**src/rtl/rob_recovery_walker.sv**
```systemverilog
// Per-entry rename shadow beside the ROB: N-wide commit recycle and
// youngest-first recovery walk on branch miss or full flush.
module rob_recovery_walker #(
  parameter int unsigned WIDTH          = 2,
  parameter int unsigned RECOVERY_WIDTH = 2,
  parameter int unsigned ROB_DEPTH      = 32,
  parameter int unsigned PRF_W          = 6,
  parameter int unsigned ARF_W          = 5,
  parameter int unsigned TAG_W          = $clog2(ROB_DEPTH)
) (
  input  logic                            clk,
  input  logic                            rst,
  input  logic [WIDTH-1:0]                alloc_valid,
  input  logic [WIDTH*ARF_W-1:0]          alloc_arf,
  input  logic [WIDTH*PRF_W-1:0]          alloc_old_prf,
  input  logic [WIDTH-1:0]                alloc_has_dst,
  input  logic [WIDTH-1:0]                alloc_is_store,
  output logic                            alloc_ready,
  output logic [TAG_W-1:0]                alloc_tag,
  input  logic [WIDTH-1:0]                commit_valid,
  output logic [WIDTH*PRF_W-1:0]          recycle_prf,
  output logic [WIDTH-1:0]                recycle_valid,
  output logic [WIDTH-1:0]                store_commit_valid,
  input  logic                            flush_valid,
  input  logic [TAG_W-1:0]                flush_tag,
  input  logic                            flush_all,
  output logic [RECOVERY_WIDTH*ARF_W-1:0] rcv_arf,
  output logic [RECOVERY_WIDTH*PRF_W-1:0] rcv_old_prf,
  output logic [RECOVERY_WIDTH-1:0]       rcv_map_valid,
  output logic [RECOVERY_WIDTH-1:0]       rcv_store_flush,
  output logic                            rcv_busy,
  output logic                            rcv_done,
  output logic [TAG_W:0]                  occupancy
);

  localparam int unsigned CNT_W = TAG_W + 1;

  typedef enum logic [1:0] {S_IDLE, S_WALK, S_DONE} state_t;

  state_t                 r_state, w_state_next;
  logic [TAG_W-1:0]       r_head, r_tail, r_walkptr;
  logic [CNT_W-1:0]       r_occ, r_remaining;
  logic                   r_walk_all;
  logic [ARF_W-1:0]       r_arf     [ROB_DEPTH];
  logic [PRF_W-1:0]       r_old_prf [ROB_DEPTH];
  logic [ROB_DEPTH-1:0]   r_has_dst, r_is_store;
  logic [WIDTH*PRF_W-1:0] r_recycle_prf;
  logic [WIDTH-1:0]       r_recycle_valid, r_store_commit_valid;

  logic                   w_flush_any, w_alloc_ready, w_retarget;
  logic [WIDTH-1:0]       w_commit_v;
  logic [CNT_W-1:0]       w_alloc_cnt, w_commit_cnt, w_walk_n, w_occ_next;
  logic [CNT_W-1:0]       w_rem_idle, w_rem_walk_next;
  logic [TAG_W-1:0]       w_target, w_dist_new, w_dist_tgt;

  function automatic logic [CNT_W-1:0] popcnt(input logic [WIDTH-1:0] v);
    logic [CNT_W-1:0] c;
    c = '0;
    for (int i = 0; i < int'(WIDTH); i++) c = c + CNT_W'(v[i]);
    return c;
  endfunction

  // Commits are frozen while a full flush is being applied.
  assign w_flush_any   = flush_valid | flush_all;
  assign w_alloc_ready = (r_state == S_IDLE) && !w_flush_any &&
                         ((CNT_W'(ROB_DEPTH) - r_occ) >= CNT_W'(WIDTH));
  assign w_alloc_cnt   = w_alloc_ready ? popcnt(alloc_valid) : '0;
  assign w_commit_v    = (flush_all || (r_walk_all && r_state != S_IDLE)) ? '0 : commit_valid;
  assign w_commit_cnt  = popcnt(w_commit_v);
  assign w_occ_next    = r_occ + w_alloc_cnt - w_commit_cnt - w_walk_n;

  // Target is the surviving entry just older than the last one to walk.
  assign w_target   = r_walkptr - r_remaining[TAG_W-1:0];
  assign w_dist_new = flush_tag - r_head;
  assign w_dist_tgt = w_target - r_head;
  assign w_retarget = flush_valid && !r_walk_all && (w_dist_new < w_dist_tgt);

  always_comb begin
    w_walk_n = '0;
    if (r_state == S_WALK)
      w_walk_n = (r_remaining < CNT_W'(RECOVERY_WIDTH)) ? r_remaining : CNT_W'(RECOVERY_WIDTH);
  end

  always_comb begin
    w_rem_idle      = flush_all ? r_occ : CNT_W'(r_tail - flush_tag - TAG_W'(1));
    w_rem_walk_next = r_remaining - w_walk_n;
    if (flush_all)       w_rem_walk_next = w_occ_next;
    else if (w_retarget) w_rem_walk_next = CNT_W'(r_walkptr - flush_tag) - w_walk_n;
  end

  always_ff @(posedge clk or posedge rst) begin
    if (rst) r_state <= S_IDLE;
    else     r_state <= w_state_next;
  end

  always_comb begin
    w_state_next = r_state;
    case (r_state)
      S_IDLE: if (w_flush_any) w_state_next = (w_rem_idle == '0) ? S_DONE : S_WALK;
      S_WALK: if (w_rem_walk_next == '0) w_state_next = S_DONE;
      S_DONE: w_state_next = S_IDLE;
      default: w_state_next = S_IDLE;
    endcase
  end

  always_comb begin
    rcv_arf         = '0;
    rcv_old_prf     = '0;
    rcv_map_valid   = '0;
    rcv_store_flush = '0;
    rcv_busy        = (r_state != S_IDLE);
    rcv_done        = (r_state == S_DONE);
    if (r_state == S_WALK) begin
      for (int j = 0; j < int'(RECOVERY_WIDTH); j++) begin
        if (CNT_W'(j) < w_walk_n) begin
          rcv_arf[j*ARF_W +: ARF_W]     = r_arf[r_walkptr - TAG_W'(j)];
          rcv_old_prf[j*PRF_W +: PRF_W] = r_old_prf[r_walkptr - TAG_W'(j)];
          rcv_map_valid[j]              = r_has_dst[r_walkptr - TAG_W'(j)];
          rcv_store_flush[j]            = r_is_store[r_walkptr - TAG_W'(j)];
        end
      end
    end
  end

  // Pointers, occupancy, walk bookkeeping and registered commit outputs.
  always_ff @(posedge clk or posedge rst) begin
    if (rst) begin
      r_head               <= '0;
      r_tail               <= '0;
      r_occ                <= '0;
      r_walkptr            <= '0;
      r_remaining          <= '0;
      r_walk_all           <= 1'b0;
      r_recycle_prf        <= '0;
      r_recycle_valid      <= '0;
      r_store_commit_valid <= '0;
    end else begin
      r_head <= r_head + TAG_W'(w_commit_cnt);
      r_tail <= r_tail + TAG_W'(w_alloc_cnt) - TAG_W'(w_walk_n);
      r_occ  <= w_occ_next;
      for (int i = 0; i < int'(WIDTH); i++) begin
        r_recycle_valid[i]             <= w_commit_v[i] & r_has_dst[r_head + TAG_W'(i)];
        r_store_commit_valid[i]        <= w_commit_v[i] & r_is_store[r_head + TAG_W'(i)];
        r_recycle_prf[i*PRF_W +: PRF_W] <= w_commit_v[i] ? r_old_prf[r_head + TAG_W'(i)] : '0;
      end
      case (r_state)
        S_IDLE: if (w_flush_any) begin
          r_walkptr   <= r_tail - TAG_W'(1);
          r_remaining <= w_rem_idle;
          r_walk_all  <= flush_all;
        end
        S_WALK: begin
          r_walkptr   <= r_walkptr - TAG_W'(w_walk_n);
          r_remaining <= w_rem_walk_next;
          if (flush_all) r_walk_all <= 1'b1;
        end
        default: begin
          r_remaining <= '0;
          r_walk_all  <= 1'b0;
        end
      endcase
    end
  end

  // Shadow table; contents are don't-care until allocated.
  always_ff @(posedge clk) begin
    for (int i = 0; i < int'(WIDTH); i++) begin
      if (w_alloc_ready && alloc_valid[i]) begin
        r_arf[r_tail + TAG_W'(i)]      <= alloc_arf[i*ARF_W +: ARF_W];
        r_old_prf[r_tail + TAG_W'(i)]  <= alloc_old_prf[i*PRF_W +: PRF_W];
        r_has_dst[r_tail + TAG_W'(i)]  <= alloc_has_dst[i];
        r_is_store[r_tail + TAG_W'(i)] <= alloc_is_store[i];
      end
    end
  end

  assign alloc_ready        = w_alloc_ready;
  assign alloc_tag          = r_tail;
  assign occupancy          = r_occ;
  assign recycle_prf        = r_recycle_prf;
  assign recycle_valid      = r_recycle_valid;
  assign store_commit_valid = r_store_commit_valid;

endmodule

```
**config.mk**
```make
export PLATFORM = sky130hd
export DESIGN_NAME = rob_recovery_walker
export DESIGN_NICKNAME = d
export VERILOG_FILES = /design/src/rtl/rob_recovery_walker.sv
export SDC_FILE = /design/constraint.sdc
export NUM_CORES = 1
export LEC_CHECK = 0
export BUFFER_PORTS_ARGS = -buffer_cell sky130_fd_sc_hd__buf_2
export CORE_MARGIN = 2
export CORE_UTILIZATION = 35
export CTS_BUF_LIST = sky130_fd_sc_hd__clkbuf_8
export DETAILED_ROUTE_END_ITERATION = 16
export SETUP_SLACK_MARGIN = 0.2
export SLEW_MARGIN = 20
export SYNTH_ARGS = -nofsm -noshare
export SYNTH_HDL_FRONTEND = slang
export SYNTH_SLANG_ARGS = --single-unit
```
**constraint.sdc**
```tcl
create_clock -name clk -period 4.9 [get_ports clk]
set_input_delay 0 -clock clk [delete_from_list [all_inputs] [get_ports clk]]
set_output_delay 0 -clock clk [all_outputs]
set_load 0.05 [all_outputs]
```
Word level (Yosys, flattened, before mapping)
Memories as Yosys holds them, arrays and structs flattened.
Index checks and enable logic that the tools add are counted.

storage, ports and cells
  register bits after elaboration = 110
  memory bits (writable) = 352
  input port bits = 39
  output and inout port bits = 56
  logic and storage cells = 143
  memories = 2

operators by class
  add/sub/neg operators = 22
  order comparisons = 13
  equal/unequal tests = 5
  multiplexer cells = 64
  bitwise gates (word level) = 5
  reduce and logical (&&, ||, !) cells = 20

memories
  memory     depth  bits a word  read ports  clocked after memory_dff  write ports  RTL line  source
  r_old_prf  32     6            4           0                         2            45        logic [PRF_W-1:0] r_old_prf [ROB_DEPTH];
  r_arf      32     5            2           0                         2            44        logic [ARF_W-1:0] r_arf [ROB_DEPTH];

operator list
  operator             count
  $bwmux 32            4
  $mux 32              4
  $mux 6               10
  $bmux 1 s5           8
  $lt 5x6->1 const B   6
  $sub 5x5->5          5
  $mux 1               20
  $sub 6x6->6          3
  $mux 5               3
  $mux 2               7
  $logic_not 6->1      2
  $lt 1x6->1 const A   2
  $mux 12              1
  $pmux 6 s2           1
  $sub 5x5->6          2
  $add 5x1->5 const B  2
  $add 5x2->5          2
  $demux 1 s5          2
  $ge 5x1->1 const B   2
  $mux 10              1
  $pmux 5 s2           1
  $sub 5x1->5 const B  2
  $logic_and 1x1->1    9
  $add 6x2->6          1
  20 further kinds     29

Depth between registers and ports, before layout
  word-level depth = 12
  depth in mapped cells = 19
  gate-level depth less buffers = 17

Least setup slack after synthesis
No wires, ideal clock.

  kind = register to register
  start = reg r_state[0]
  end = reg r_state[1]
  arrival time = 4,510 ps
  data required time = 4,832 ps
  setup slack = 322 ps
  stages on the path, launching flop included = 18
  path through = dfrtp_1 > nor2_2 > inv_1 > a21oi_1 > nand2_1 > inv_1 > ha_1 > fa_1 > fa_1 > inv_1 > ha_1 > fa_1 > nand3_1 > and3_1 > nor3_1 > a311o_1 > o41ai_1 > and4_1

on the way
  longest elaborated chain between the ends = 11
  elaborated cells on any way between the ends = 23

RTL lines
  element                     RTL line  source
  from (decl)                 40        state_t r_state, w_state_next;
  from (signal assigned)      93        else r_state <= w_state_next;
  $reduce_bool 2->1           -
  net rcv_busy                31        output logic rcv_busy,
  $logic_and 1x1->1           68        assign w_commit_v = (flush_all || (r_walk_all && r_state != S_IDLE)) ? '0 : commit_valid;
  $logic_or 1x1->1            68
  $mux 2                      68
  $add 1x1->2                 59        for (int i = 0; i < int'(WIDTH); i++) c = c + CNT_W'(v[i]);
  $sub 6x2->6                 70        assign w_occ_next = r_occ + w_alloc_cnt - w_commit_cnt - w_walk_n;
  $sub 6x6->6                 70
  $mux 6                      87        if (flush_all) w_rem_walk_next = w_occ_next;
  $logic_not 6->1             100       S_WALK: if (w_rem_walk_next == '0) w_state_next = S_DONE;
  $ne 2x1->1 (no line)        -
  $reduce_and 2->1 (no line)  -

The timed path passes the listed nets, and every way through them passes these cells.
A chain may end at the register's enable or synchronous reset.

Final worst setup path
  start = reg r_walkptr[0]
  end = out rcv_old_prf[1]

on the way
  longest elaborated chain between the ends = 3

RTL lines
  element                 RTL line  source
  from (decl)             41        logic [TAG_W-1:0] r_head, r_tail, r_walkptr;
  from (signal assigned)  148       r_walkptr <= r_tail - TAG_W'(1);
  from (signal assigned)  153       r_walkptr <= r_walkptr - TAG_W'(w_walk_n);
  $mem_v2 32x6            -
  $mux 6                  115       if (CNT_W'(j) < w_walk_n) begin
  $mux 12                 113       if (r_state == S_WALK) begin
  to (decl)               28        output logic [RECOVERY_WIDTH*PRF_W-1:0] rcv_old_prf,

No other way between the ends.

==> results.yml <==
drt:
  drc: 0
  vias: 23824
  first_pass_iters: 6
  ant_nets: 0
  via_per_inst: 6.36
  avgRoutedWirePerCell_um: 32.0
  dr.first_iter.drc_count: 3363
  drt_wl_total_um: 120000
clocking:
  cts-root-buf: "clkbuf_8"
  htreeDepth: 3
  cts_tree: "built"
  clk_latency_ps: 740
  clockBufferDepth: 3
  clk_pin_slew_ps: 70
  cts_buffers: 85
  cts_sinks: 462
timing:
  fin_crit_ps: 4380
  relSlewSlack: 0.195
  slew_viol_final: 0
  rsz0062_at_grt: "false"
  max_freq_ghz: 0.228
  worst_slew_pin_slew_ps: 1200
  hold_viol: 0
  min_period_over_period: 0.893
  finalSetupTns_ps: 0
  skew_ps: 65.6
  setup_viol: 0
synth:
  synthTopCellsByCount: "mux4_2 (412), edfxtp_1 (352), mux2_2 (192)"
  netlist_instances: 2324
  yosysTopAreaCellShare: 0.306
  synth_area_um2: 34500
  synth_area_leaders: "edfxtp_1 (31%), mux4_2 (27%), mux2_4 (7.0%), mux2_2 (6.3%), dfxtp_1 (3.7%)"
  ys_warn_count: 0
  yosysMostFrequentCell: "mux4_2"
  synth-main-ff-cell: "edfxtp_1"
  synth.avg_cell_area_um2: 14.9
  ys_seq_elements: 462
  yosysUniqueCellTypes: 75
  synth_area_leader_cell: "edfxtp_1"
  synth-seq-area-share: 0.377
  async_reset_ff_frac: 0.0996
  synth-edff-count: 352
setup_path:
  cp_slowest_stage_delay_ps: 610
  cp_top_family: "multiplexers"
  crit_top_cell: "mux4_2"
  crit_fanout: 125
  worstPathRequired_ps: 4900
  critPathCaptureType: "primary output"
  crit_buf_inv: 3
  arrival_ps: 4380
  critical-path-slowest-cell: "buf_4"
  crit_chain: "buf_12, buf_4, mux4_2, mux4_2, mux2i_1, nor2_1, buf_2"
  crit_type: "reg2out"
  worstSetupStartpointType: "register"
floorplan:
  io_pins: 95
  dieArea_um2: 101000
  fp.dieW_um: 318
  core-area_um2: 98100
  die_h_um: 318
  initial_core_util: 0.352
  rows: 115
cells_and_area:
  final_cells: 3743
  n_antenna_cell: 0
  drive_gt1_frac: 0.465
  final_nets: 2515
  final_core_util: 0.388
  syn2layout_area_growth_pct: 10.2
global_routing:
  grt_max_degree: 130
  antenna_found_initial: 12
  grt-ovfl-total: 0
  groute.usage.overall: 0.232
  grt_pass1_vias: 23556
  grt_pass1_wl_um: 170000
place:
  port_buffers: 94
  dp.cells: 3576
  hpwl_um: 77900
  globalplace.congestion: 0.901
power:
  vdd_ir_drop_max_v: 0.000747
  p_leak_nw: 14.1
  powerDensity_nw_per_um2: 676
worst_hold_path:
  hold_path.class: "in2async"
run_status:
  status: "finished, final reports clean"
run:
  maxCapViolCount: 0
==> metrics by stage <==
step	power (mW)	hold WS (ps)	setup WS, ps	instance area (µm²)
after global routing	26.7	54.6	300	38000
final	25.7	15.2	522	38000
after CTS	25.5	0.160	219	38000
after global placement	21.5	222	290	36200
after detailed placement	21.7	231	226	36200
after floorplan	16.7	170	322	34600
==> layout make-up <==
class,count,area [µm²]
clock inverter,67,454
sequential,462,13000
tap,1287,1610
clock buffer,87,1200
fill,9188,60100
multi-input combinational,1565,20100
inverter,64,245
timing repair buffer,211,1440
==> final timing paths <==
check                                               from                        end  slack, ps  depth (start not counted)
worst min-delay path                                 rst   recycle_prf[3]$_DFF_PP0_         20                          4
max in group asynchronous                            rst        r_head[0]$_DFF_PP0_       4350                          4
worst max-delay path            r_walkptr[0]$_DFFE_PP0P_             rcv_old_prf[1]        520                          7
min in group clk                        alloc_old_prf[5]  r_old_prf[1][5]$_DFFE_PP_         60                          2
worst max register to register    r_state[1]$_DFFE_PP0P_     r_state[0]$_DFFE_PP0P_        540                         17
worst min register to register    r_state[1]$_DFFE_PP0P_     r_walk_all$_DFFE_PP0P_        530                          1
==> cell families (layout without fill, tap and decap cells) <==
| kind of cell | count (synthesis) | count (layout) | share of synthesized area |
|---|---|---|---|
| AOI/OAI and AO/OA | 238 | 238 | 0.0422 |
| xor gates and xnor gates | 39 | 39 | 0.00989 |
| adders and majority gates | 87 | 87 | 0.0359 |
| buffers and inverters | 308 | 429 | 0.0454 |
| DFF | 462 | 462 | 0.377 |
| muxes | 867 | 867 | 0.431 |
| other | 2 | 13 | 0.000218 |
| and+or+nand+nor | 321 | 321 | 0.0588 |
==> cells in the final DEF (no fill, tap or decap), types with 8 or more instances in the layout <==
cell type	instances
inv_1	83
mux2_4	160
clkbuf_8	87
dfrtp_1	38
o211ai_1	9
a21oi_1	63
a31oi_1	34
o21ai_0	52
mux2i_1	103
dfxtp_1	64
clkinv_2	12
mux4_2	412
nand3_1	42
nor3_1	24
dlygate4sd3_1	13
buf_4	99
clkinv_1	20
nor2_1	128
nand2b_1	8
edfxtp_1	352
o21ai_1	29
nand4_4	28
fa_1	20
a21o_1	9
buf_2	94
nand2_1	40
ha_1	65
xnor2_1	22
conb_1	13
xor2_1	11
mux2_2	192
==> power breakdown <==
part | switching (mW) | internal [mW] | total, mW
sequential | 0.567 | 4.67 | 5.24
combinational | 9.81 | 6.92 | 16.7
clock | 1.81 | 1.94 | 3.75
total | 12.2 | 13.5 | 25.7
==> metal layers <==
layer | global-route usage | part of all wire
met1 | 0.300 | 0.38
met2 | 0.357 | 0.45
met3 | 0.0680 | 0.11
met4 | 0.113 | 0.053
met5 | 0 | 0.00099
==> registers in the layout, summed over array words and instances, names as in the netlist <==
name	count
alloc_tag	5
occupancy	6
r_arf	160
r_has_dst	32
r_head	5
r_is_store	32
r_old_prf	192
r_remaining	6
r_state	2
r_walk_all	1
r_walkptr	5
recycle_prf	12
recycle_valid	2
store_commit_valid	2
==> what timing repair did <==
| action | CTS | global route |
|---|---|---|
| buffers inserted | 0 | 0 |
| hold endpoints to repair | 137 | 0 |
| gates resized for setup | 0 | 7 |
| hold buffers | 13 | 0 |
| endpoints found under the setup margin | 0 | 8 |
==> worst min-delay path: cells and delay by family <==
family / cells / cell delay (ps)
buf+inv: 4 / 1200
Power figures use the tool's default switching activity.
